File: src/rtl/shift_seq_pkg.sv
// Shared types and constants for the shift register sequencer.
package shift_seq_pkg;

  typedef enum logic [2:0] {
    IDLE,
    CLEAR,
    SHIFT,
    CAPTURE,
    RESP
  } state_e;

  localparam logic DIR_LEFT  = 1'b0;
  localparam logic DIR_RIGHT = 1'b1;

endpackage

File: src/rtl/shift_seq_bitcnt.sv
// Loadable bit-index counter; 'last' flags the final shift of a command of length 'len'.
module shift_seq_bitcnt #(
  parameter int unsigned CNT_W = 3
) (
  input  logic             clk,
  input  logic             rstn,
  input  logic             load,
  input  logic             inc,
  input  logic [CNT_W-1:0] len,
  output logic [CNT_W-1:0] idx,
  output logic             last
);

  always_ff @(posedge clk or negedge rstn) begin
    if (!rstn) begin
      idx <= '0;
    end else if (load) begin
      idx <= '0;
    end else if (inc) begin
      idx <= idx + CNT_W'(1);
    end
  end

  assign last = ((idx + CNT_W'(1)) == len);

endmodule

File: src/rtl/shift_seq_ctrl.sv
// Command sequencer for a bidirectional SIPO shift register.
// Define SHIFT_SEQ_ABORT_EN to add the abort input and rsp_aborted response flag.
module shift_seq_ctrl
  import shift_seq_pkg::*;
#(
  parameter int unsigned WIDTH = 4,
  parameter int unsigned CNT_W = $clog2(WIDTH + 1)
) (
  input  logic             clk,
  input  logic             rstn,
  input  logic             cmd_valid,
  output logic             cmd_ready,
  input  logic             cmd_dir,
  input  logic [CNT_W-1:0] cmd_len,
  input  logic             cmd_clr,
  input  logic [WIDTH-1:0] cmd_data,
  output logic             sr_d,
  output logic             sr_en,
  output logic             sr_dir,
  output logic             sr_rstn,
  input  logic [WIDTH-1:0] sr_q,
  output logic             rsp_valid,
  input  logic             rsp_ready,
  output logic [WIDTH-1:0] rsp_data,
  output logic             busy
`ifdef SHIFT_SEQ_ABORT_EN
  ,
  input  logic             abort,
  output logic             rsp_aborted
`endif
);

  state_e           state;
  logic             dir_q;
  logic [CNT_W-1:0] len_q;
  logic [WIDTH-1:0] data_q;
  logic [CNT_W-1:0] len_clamped;
  logic [CNT_W-1:0] idx;
  logic [CNT_W-1:0] idx_inc;
  logic             last;
  logic             next_bit;
  logic             abort_hit;

  assign cmd_ready   = (state == IDLE);
  assign busy        = (state != IDLE);
  assign len_clamped = (cmd_len > CNT_W'(WIDTH)) ? CNT_W'(WIDTH) : cmd_len;
  assign idx_inc     = idx + CNT_W'(1);

  // Serial bit for the following shift cycle.
  always_comb begin
    next_bit = 1'b0;
    for (int unsigned i = 0; i < WIDTH; i++) begin
      if (idx_inc == CNT_W'(i)) next_bit = data_q[i];
    end
  end

  shift_seq_bitcnt #(
    .CNT_W (CNT_W)
  ) u_bitcnt (
    .clk  (clk),
    .rstn (rstn),
    .load (cmd_valid && cmd_ready),
    .inc  ((state == SHIFT) && !last),
    .len  (len_q),
    .idx  (idx),
    .last (last)
  );

`ifdef SHIFT_SEQ_ABORT_EN
  logic aborted_q;

  assign abort_hit   = abort && ((state == CLEAR) || (state == SHIFT));
  assign rsp_aborted = aborted_q;

  always_ff @(posedge clk or negedge rstn) begin
    if (!rstn) begin
      aborted_q <= 1'b0;
    end else if (cmd_valid && cmd_ready) begin
      aborted_q <= 1'b0;
    end else if (abort_hit) begin
      aborted_q <= 1'b1;
    end
  end
`else
  assign abort_hit = 1'b0;
`endif

  always_ff @(posedge clk or negedge rstn) begin
    if (!rstn) begin
      state     <= IDLE;
      dir_q     <= 1'b0;
      len_q     <= '0;
      data_q    <= '0;
      sr_d      <= 1'b0;
      sr_en     <= 1'b0;
      sr_dir    <= 1'b0;
      sr_rstn   <= 1'b0;
      rsp_valid <= 1'b0;
      rsp_data  <= '0;
    end else begin
      sr_rstn <= 1'b1;
      unique case (state)
        IDLE: begin
          if (cmd_valid) begin
            dir_q  <= cmd_dir;
            len_q  <= len_clamped;
            data_q <= cmd_data;
            if (cmd_clr) begin
              state   <= CLEAR;
              sr_rstn <= 1'b0;
            end else if (len_clamped != '0) begin
              state  <= SHIFT;
              sr_en  <= 1'b1;
              sr_d   <= cmd_data[0];
              sr_dir <= cmd_dir;
            end else begin
              state <= CAPTURE;
            end
          end
        end
        CLEAR: begin
          if (!abort_hit && (len_q != '0)) begin
            state  <= SHIFT;
            sr_en  <= 1'b1;
            sr_d   <= data_q[0];
            sr_dir <= dir_q;
          end else begin
            state <= CAPTURE;
          end
        end
        SHIFT: begin
          if (last || abort_hit) begin
            state <= CAPTURE;
            sr_en <= 1'b0;
            sr_d  <= 1'b0;
          end else begin
            sr_d <= next_bit;
          end
        end
        CAPTURE: begin
          rsp_data  <= sr_q;
          rsp_valid <= 1'b1;
          state     <= RESP;
        end
        RESP: begin
          if (rsp_ready) begin
            rsp_valid <= 1'b0;
            state     <= IDLE;
          end
        end
        default: state <= IDLE;
      endcase
    end
  end

endmodule

File: config.mk
export PLATFORM = sky130hd
export DESIGN_NAME = shift_seq_ctrl
export DESIGN_NICKNAME = d
export VERILOG_FILES = /design/src/rtl/shift_seq_pkg.sv /design/src/rtl/shift_seq_bitcnt.sv /design/src/rtl/shift_seq_ctrl.sv
export SDC_FILE = /design/constraint.sdc
export NUM_CORES = 1
export LEC_CHECK = 0
export ABC_AREA = 0
export BUFFER_PORTS_ARGS = -buffer_cell sky130_fd_sc_hd__buf_2
export CAP_MARGIN = 10
export CORE_ASPECT_RATIO = 1.2
export CORE_MARGIN = 2
export CORE_UTILIZATION = 50
export CTS_BUF_LIST = sky130_fd_sc_hd__clkbuf_4 sky130_fd_sc_hd__clkbuf_8 sky130_fd_sc_hd__clkbuf_16
export DETAILED_ROUTE_END_ITERATION = 8
export HOLD_SLACK_MARGIN = 0.06
export PLACE_DENSITY = 0.75
export SETUP_SLACK_MARGIN = 0.5
export SYNTH_ARGS = -nofsm -noshare
export SYNTH_HDL_FRONTEND = slang
export SYNTH_SLANG_ARGS = --single-unit
File: constraint.sdc
create_clock -name clk -period 3.21 [get_ports clk]
set_clock_uncertainty 0.05 [all_clocks]
set_input_delay 0.642 -clock clk [delete_from_list [all_inputs] [get_ports clk]]
set_output_delay 0.642 -clock clk [all_outputs]
set_load 0.05 [all_outputs]
# After elaboration in Yosys (flattened, before gate mapping)
# Index checks and enable logic that the tools add are counted.
# W data, S select, Z words.
totals:
  input_bits: 17
  register_bits: 23
  word_cells: 81
op_classes:
  addsub: 1
  n_eq_ne: 14
  muxes: 36
  order_cmp: 1
  n_reduce_logical: 18
ops:
  columns: ["cell", "n"]
  rows:
  - ["$mux W1", 24]
  - ["$mux W3", 6]
  - ["$pmux W3 S5", 1]
  - ["$eq A3 B2 Y1 const B", 4]
  - ["$reduce_bool A3 Y1", 4]
  - ["$ne A2 B2 Y1 const B", 5]
  - ["$reduce_and A5 Y1", 2]
  - ["$eq A3 B1 Y1 const B", 2]
  - ["$logic_not A3 Y1", 2]
  - ["$pmux W1 S3", 2]
  - ["$reduce_and A6 Y1", 1]
  - ["$reduce_bool A2 Y1", 3]
  - ["$pmux W1 S2", 2]
  - ["$reduce_and A2 Y1", 2]
  - ["$add A3 B1 Y3 const B", 1]
  - ["$eq A3 B3 Y1", 1]
  - ["$eq A3 B3 Y1 const B", 1]
  - ["$gt A3 B3 Y1 const B", 1]
  - ["$reduce_and A3 Y1", 1]
  - ["$logic_and A1 B1 Y1", 2]
  - ["$mux W2", 1]
  - ["$ne A2 B1 Y1 const B", 1]
  - ["$logic_not A1 Y1", 1]

# Depth between registers and ports, before layout
# Gate-level depths: netlist of the first run.
depth:
  depth_word: 8
  ltp_mapped: 6
  mapped_depth_nobuf: 6

# Modules after synthesis
# From an unflattened synthesis of the first run, not the netlist that was laid out.
unflattened:
  hier_cells: 107
  hier_area_um2: 1202.4
modules_own_cells:
  columns: ["module", "area_per_inst_um2", "instances", "cells_per_inst"]
  rows:
  - ["shift_seq_ctrl", 1014.7, 1, 92]
  - ["shift_seq_bitcnt", 187.7, 1, 15]

# Worst setup path before layout of the first run
# Ideal clock, no wire load.
synth_path:
  path_type: "register -> output"
  startpoint: "register state[2]"
  endpoint: "output busy"
  slack_ps: 922
  path_buffers: 0
  t_arrival_ps: 1596
  stages_incl_launch_ff: 3
  t_required_ps: 2518
  cell_sequence: "dfrtp_1 nor3_2 inv_1"
synth_between:
  elab_chain_len: 1
synth_lines:
  columns: ["item", "line", "text"]
  rows:
  - ["from (decl)", "shift_seq_ctrl.sv:33", "state_e state;"]
  - ["from (signal assigned)", "shift_seq_ctrl.sv:90", "state <= IDLE;"]
  - ["from (signal assigned)", "shift_seq_ctrl.sv:109", "state <= CLEAR;"]
  - ["from (signal assigned)", "shift_seq_ctrl.sv:112", "state <= SHIFT;"]
  - ["$reduce_bool A3 Y1", "shift_seq_ctrl.sv:45", "assign busy = (state != IDLE);"]
  - ["to (decl)", "shift_seq_ctrl.sv:25", "output logic busy"]
# No other way between the ends.

# Worst setup path after layout of the first run
layout_path:
  startpoint: "register state[0]"
  endpoint: "output cmd_ready"
layout_between:
  elab_chain_len: 1
layout_lines:
  columns: ["item", "line", "text"]
  rows:
  - ["$logic_not A3 Y1", "shift_seq_ctrl.sv:44", "assign cmd_ready = (state == IDLE);"]
  - ["to (decl)", "shift_seq_ctrl.sv:12", "output logic cmd_ready,"]
# No other way between the ends.

==> flow_summary_export.csv, run 1 <==
group,metric,value,unit
outcome,outcome,"complete, no violations",
drt,antenna_violating_nets_post_route,0,
placement,port_buffers,27,
critical_path,startpoint,"state[0]",
floorplanning,chipHeight,58.6,µm
drt,detail_route.wl_per_cell,13.9,µm
floorplanning,dieArea,2900,µm²
synthesis,synth.lib_cells_used.distinct,33,
synthesis,seq_area_frac_synth,0.464,
sta,worst_slew_pin_slew,0.525,ns
sta,finalCritPeriodShare,0.683,
drt,drt_pre_antenna_iters,4,
power_and_ir_drop,max_vdd_drop,718,µV
placement,finalWeightedCongestion,0.853,
clock_tree,cts_repair_resize_count,0,
layout,syn_to_final_growth,14.8,%
floorplanning,top_level_ports,28,
critical_path,crit_type,"flop to primary output",
synthesis,synthesis.instances,115,
critical_path,timing.critical_path.fanout_max,13,
drt,via_count,956,
layout,mostFrequentLayoutCell,"buf_2",
drt,finalWirelength,2.40,mm
synthesis,ys_ff_latch,23,
synthesis,yosys-top-cells-area,"dfrtp_1, mux2_2, ha_1",
clock_tree,cts_tree,"done",
grt,busiest_layer,"met2",
sta,hold_ws,0.233,ns
placement,dpl_worst_slack,1.13,ns
clock_tree,clock-sinks,23,
placement,hpwl,1.82,mm
floorplanning,starting_density_of_the_core,0.532,
clock_tree,cts-root-buf,"clkbuf_4",
grt,grt_antenna_before_repair,0,
clock_tree,cts_setup_buffers,0,
layout,layout-drive-gt1-share,0.317,
power_and_ir_drop,cell_leakage_power,0.682,nW
synthesis,yosys.area.top_type_share,0.464,
grt,global_route_wire_length_before_repair,4.19,mm
sta,final_period_minus_worst_setup_slack,2.19,ns
layout,diodes,0,
drt,routed_via_density,5.53,
clock_tree,cts.htree.levels,1,
clock_tree,cts_hold_buf,0,
clock_tree,cts_made_buffers,3,
flow_run,cap_viol_max_count,0,
floorplanning,placeableCoreArea,2330,µm²
critical_path,r2r-start,"u_bitcnt.idx[0]",
floorplanning,die_w,49.5,µm
sta,setup_ws,1.02,ns
hold_path,timing.hold.worst.class,"primary input to async pin",
clock_tree,clk_latency,0.31,ns
grt,maximum_number_of_pins_on_one_net_before_global_route_repair,24,
sta,max_freq,456,MHz
grt,global_route.usage.met3,0.0330,
power_and_ir_drop,power_per_cell_area,1190,nW/µm²
layout,layout.filler_cells,211,
synthesis,synth_warnings,0,
sta,max_slew_margin,0.650,
critical_path,critPathArrivalTime,1.50,ns
grt,grt_util_all_layers,0.192,
clock_tree,cts.reportedPaths.clkPinSlew,0.12,ns
sta,grt_setup_unrepaired,"no",
synthesis,syn_area_per_cell,10.8,µm²
layout,mostFrequentLayoutCells,"buf_2, dfrtp_1, nand2_1",
layout,layout.nets,165,
sta,tns,0,ns
grt,grt_pass1_vias,926,
grt,gr-usage-met2,0.326,
grt,globalRouteMet1Util,0.229,
floorplanning,fp-row-count,19,
sta,setup_viol,0,
critical_path,data_required_time_at_the_worst_endpoint,2.52,ns
drt,violation_count_after_the_first_detailed_routing_iteration,17,
synthesis,mappedNetlistArea,1240,µm²
grt,grt_overflow_total,0,
clock_tree,clk_path_buf_depth,2,
critical_path,endpoint_kind,"primary output",
layout,multi_input_area,629,µm²
synthesis,synth_area_leader_cell,"dfrtp_1",
synthesis,synthesized_nets,137,
layout,register_area,576,µm²
critical_path,timing.critical_path.from_type,"flop",
sta,hold_viol,0,
sta,slew_viol_final,0,
drt,post-route-drc-count,0,
## flip-flops by register name, summed over array words and instances (netlist names)
signal	count
data_q	4
dir_q	1
sr_rstn	1
len_q	3
u_bitcnt.idx	3
sr_en	1
state	3
rsp_valid	1
sr_dir	1
rsp_data	4
sr_d	1
## area by class of cell
class	instances	share of cell area
tap	31	0.0272
timing repair buffer	27	0.0949
sequential	23	0.404
multi-input combinational	84	0.442
inverter	4	0.0105
clock buffer	4	0.0211
## power by group
part / switching, W / internal, W
sequential: 0.000155 / 0.000429
combinational: 0.000603 / 0.000361
clock: 0.0000863 / 0.0000571
## kinds of logic after synthesis
group	Yosys count	share of synthesized area
XOR/XNOR	3	0.0212
buffers and inverters	8	0.0283
AND/OR/NAND/NOR	39	0.174
multiplexers	14	0.125
AO/OA/AOI/OAI	23	0.137
flip-flops	23	0.464
adder cells (fa/ha/maj)	5	0.0505
## synth_stat cells
master	number
and3_1	1
xnor2_1	2
a31oi_4	1
and4bb_1	1
nand3_1	3
a31oi_1	1
or3b_1	1
ha_1	5
o21ai_1	1
a21o_1	2
xor2_1	1
mux2_1	4
nand3b_1	4
o211a_1	2
nor3_2	1
o211ai_2	1
nor2_1	6
buf_2	4
o31ai_1	1
nand2_1	13
and4b_1	1
nor3_1	3
mux2i_1	2
nand2b_1	3
mux2_2	8
inv_1	4
a311o_1	1
a211oi_2	1
dfrtp_1	23
nor2_4	1
a21oi_1	9
nor2_2	1
o21ai_0	3
## path summary, 6_finish.rpt
kind	end	slack [ns]	cells after the start
setup reg to reg	sr_en	1.11	6
hold / removal	u_bitcnt.idx[2]	0.23	1
max in group asynchronous	state[0]	2.53	1
setup / recovery	cmd_ready	1.02	2
hold reg to reg	dir_q	0.46	1
min in group clk	dir_q	0.46	1
## critical path: stages, from the launching register on
cell     delay (ns)
dfrtp_1        0.56
nor3_2         0.31
buf_2          0.32
## metrics by stage
step | instances | util | area (µm²) | power [W]
2_1_floorplan | 115 | - | 1240 | 0.00135
3_3_place_gp | 169 | 0.598 | 1390 | 0.00151
3_5_place_dp | 169 | 0.598 | 1390 | 0.00156
4_1_cts | 173 | 0.611 | 1420 | 0.00170
5_1_grt | 173 | 0.611 | 1420 | 0.00182
6_report | 173 | 0.611 | 1420 | 0.00169
## layer usage
metal / part of all wire / vias to the layer above
li1: - / 468
met4: 0.029 / 0
met3: 0.052 / 9
met2: 0.48 / 33
met5: 0 / -
met1: 0.44 / 446
(Power assumes the default switching activity.)
==> run 2: changes to the inputs <==
--- a/config.mk
+++ b/config.mk
@@ -5,7 +5,7 @@
 export SDC_FILE = /design/constraint.sdc
 export NUM_CORES = 1
 export LEC_CHECK = 0
-export ABC_AREA = 0
+export ABC_AREA = 1
 export BUFFER_PORTS_ARGS = -buffer_cell sky130_fd_sc_hd__buf_2
 export CAP_MARGIN = 10
 export CORE_ASPECT_RATIO = 1.2
@@ -14,7 +14,7 @@
 export CTS_BUF_LIST = sky130_fd_sc_hd__clkbuf_4 sky130_fd_sc_hd__clkbuf_8 sky130_fd_sc_hd__clkbuf_16
 export DETAILED_ROUTE_END_ITERATION = 8
 export HOLD_SLACK_MARGIN = 0.06
-export PLACE_DENSITY = 0.75
+export PLACE_DENSITY = 0.74
 export SETUP_SLACK_MARGIN = 0.5
 export SYNTH_ARGS = -nofsm -noshare
 export SYNTH_HDL_FRONTEND = slang
==> constraint.sdc (replaced) <==
create_clock -name clk -period 2.05 [get_ports clk]
set_clock_uncertainty 0.05 [all_clocks]
set_input_delay 0.41 -clock clk [delete_from_list [all_inputs] [get_ports clk]]
set_output_delay 0.41 -clock clk [all_outputs]
set_load 0.05 [all_outputs]
==> run 2 against run 1 <==
- first-iteration DRC count up 59%
- count of clock-buffer cells in the layout down 1
- cell count up 27%
- non-clock buffer count up 16
- combinational power up 130%
- wire length up 18%
- setup slack worse by 0.72 ns
- die area up 3.5%
- critical path depth up 3
- area after synthesis up 3.8%
- hold slack worse by 0.036 ns
- critical endpoint is now busy
- largest power group unchanged
- highest routed layer unchanged
==> flow_summary_export.csv, run 2 <==
group,metric,value,unit
outcome,outcome,"complete, no violations",
grt,global_route_wire_length_before_repair,4.90,mm
floorplanning,placeableCoreArea,2500,µm²
critical_path,timing.critical_path.from_type,"flop",
synthesis,synth_area_leader_cell,"dfrtp_1",
sta,grt_setup_unrepaired,"yes",
grt,grt_util_all_layers,0.216,
power_and_ir_drop,total_switching_power,0.00165,W
clock_tree,cts_tree,"done",
power_and_ir_drop,power_per_cell_area,1880,nW/µm²
layout,multi_input_area,718,µm²
sta,final_period_minus_worst_setup_slack,1.75,ns
layout,register_area,579,µm²
layout,layout.filler_cells,204,
placement,finalWeightedCongestion,0.866,
power_and_ir_drop,share_seq_of_total_power,0.261,
drt,detail_route.wl_per_cell,12.9,µm
clock_tree,cts-root-buf,"clkbuf_4",
sta,hold_viol,0,
critical_path,crit-reg2reg-capture,"u_bitcnt.idx[1]",
power_and_ir_drop,clock_power_share,0.067,
synthesis,ys_async_sr_fraction,1.00,
floorplanning,fp-row-count,20,
drt,drt_pre_antenna_iters,4,
synthesis,synth_warnings,0,
floorplanning,top_level_ports,28,
critical_path,data_required_time_at_the_worst_endpoint,1.59,ns
synthesis,compound_gate_fraction_of_synth_area,0.0894,
drt,antenna_violating_nets_post_route,0,
synthesis,yosys.area_share.adder,0.0486,
grt,maximum_number_of_pins_on_one_net_before_global_route_repair,24,
hold_path,timing.hold.worst.class,"primary input to flop",
synthesis,postSynth.topFlopCell,"dfrtp_1",
critical_path,critPathArrivalTime,1.29,ns
synthesis,synthesized_nets,161,
drt,routed_via_density,5.03,
grt,grt_overflow_total,0,
synthesis,ys_ff_latch,23,
synthesis,synth_top_cells_by_count,"nand2_1, dfrtp_1, inv_1",
layout,layout-drive-gt1-share,0.484,
flow_run,cap_viol_max_count,0,
sta,slew_viol_final,0,
synthesis,post_synth_and_or_nand_nor_area_fraction,0.300,
floorplanning,dieArea,3000,µm²
floorplanning,chipHeight,59.6,µm
critical_path,startpoint,"state[1]",
layout,mostFrequentLayoutCell,"nand2_1",
synthesis,synth_edf_count,0,
clock_tree,clock-sinks,23,
synthesis,mappedNetlistArea,1290,µm²
clock_tree,clk_latency,0.32,ns
clock_tree,cts.htree.levels,1,
sta,max_freq,570,MHz
sta,setup_ws,0.295,ns
layout,layout.core_utilization,0.694,
grt,grt_pass1_vias,1159,
critical_path,timing.reg2reg.setup_slack,0.40,ns
drt,finalWirelength,2.83,mm
floorplanning,die_w,50.3,µm
synthesis,syn_area_per_cell,9.26,µm²
sta,hold_ws,0.197,ns
critical_path,r2r-start,"u_bitcnt.idx[0]",
synthesis,synth.lib_cells_used.distinct,31,
power_and_ir_drop,max_vdd_drop,1180,µV
critical_path,reg2reg_depth,9,
sta,tns,0,ns
power_and_ir_drop,power.combinational.fraction,0.672,
drt,post-route-drc-count,0,
layout,largestRegisters,"data_q: 4 flops, rsp_data: 4 flops",
synthesis,yosys.area_share.xor_xnor,0.00680,
synthesis,yosys-top-cells-area,"dfrtp_1, nand2_1, ha_1",
critical_path,endpoint_kind,"primary output",
clock_tree,cts_made_buffers,3,
layout,layout.nets,209,
drt,violation_count_after_the_first_detailed_routing_iteration,27,
floorplanning,starting_density_of_the_core,0.515,
synthesis,share_of_synthesized_area_spent_on_multiplexers,0.0350,
synthesis,seq_area_frac_synth,0.447,
layout,mostFrequentLayoutCells,"nand2_1, buf_2, dfrtp_1",
synthesis,synthesis.instances,139,
power_and_ir_drop,sw_frac_of_total,0.505,
power_and_ir_drop,power_report.internal_total,0.00161,W
critical_path,timing.critical_path.fanout_max,3,
drt,via_count,1102,
synthesis,post-synth-top-count-cell,"nand2_1",
sta,max_slew_margin,0.654,
clock_tree,cts.reportedPaths.clkPinSlew,0.13,ns
synthesis,yosys.area.top_type_share,0.447,
sta,worst_slew_pin_slew,0.519,ns
placement,port_buffers,27,
placement,hpwl,1.94,mm
critical_path,setup.worst_path.end,"busy",
critical_path,crit_type,"flop to primary output",
sta,finalCritPeriodShare,0.856,
power_and_ir_drop,cell_leakage_power,0.891,nW
sta,setup_viol,0,
clock_tree,clk_path_buf_depth,2,
grt,grt_antenna_before_repair,0,
layout,diodes,0,
placement,dpl_worst_slack,0.305,ns
synthesis,largest_family_of_logic_cells_by_synthesized_area,"simple AND/OR/NAND/NOR gates",
layout,syn_to_final_growth,34.8,%
## run 2: area by class of cell
type | instances | share of cell area
clock inverter | 1 | 0.00288
sequential | 23 | 0.334
clock buffer | 3 | 0.0130
timing repair buffer | 43 | 0.158
tap | 33 | 0.0238
inverter | 20 | 0.0548
multi-input combinational | 96 | 0.414
## run 2: timing repair
action | in CTS | in global routing
cloned | 0 | 1
setup buffers | 10 | 5
hold buffers | 1 | 0
hold endpoints to repair | 23 | 0
setup endpoints to repair | 15 | 17
pin swaps | 7 | 5
resized for setup | 15 | 3
## run 2: cells by family (layout without fill, tap and decap cells)
logic type	after synthesis	count (layout)
muxes	4	4
and+or+nand+nor	68	69
DFF	23	23
xor gates and xnor gates	1	1
adders and majority gates	5	5
AOI/OAI and AO/OA	17	17
buffers and inverters	21	67
## run 2: power groups by stage
stage / Sequential, W / Clock (W) / Combinational, W
final: 0.000851 / 0.000217 / 0.00219
after global routing: 0.000879 / 0.000240 / 0.00238
after CTS: 0.000845 / 0.000223 / 0.00207
after detailed placement: 0.000873 / 0 / 0.00172
after global placement: 0.000869 / 0 / 0.00167
after floorplan: 0.00108 / 0 / 0.00119
## run 2: worst min path at each step
stage	from	endpoint	slack, ns	cells past startpoint
after floorplan	rstn	data_q[0]	0.06	0
after global placement	rstn	data_q[1]	0.36	1
after detailed placement	rstn	data_q[1]	0.37	1
after CTS	cmd_clr	sr_rstn	0.20	2
after global routing	cmd_clr	sr_rstn	0.20	2
final	cmd_clr	sr_rstn	0.20	2
## run 2: stage by stage
| step | cell area [µm²] | instances | total power, W |
|---|---|---|---|
| final | 1740 | 219 | 0.00326 |
| after global placement | 1500 | 198 | 0.00254 |
| after floorplan | 1330 | 139 | 0.00227 |
| after CTS | 1680 | 213 | 0.00314 |
| after detailed placement | 1500 | 198 | 0.00259 |
| after global routing | 1740 | 219 | 0.00350 |
## run 2: metal layers
layer  routed length [µm]  up-vias  track usage
met3                   78        7       0.0177
met1                 1130      524        0.241
met4                   73        0        0.100
li1                     -      546            -
met5                    0        -            0
met2                 1540       25        0.414
## run 2: worst max-delay path, stage by stage, from the launching register on
cell	delay, ns
dfrtp_2	0.46
nor2_4	0.15
inv_4	0.06
nor2_8	0.13
inv_8	0.04
buf_8	0.14
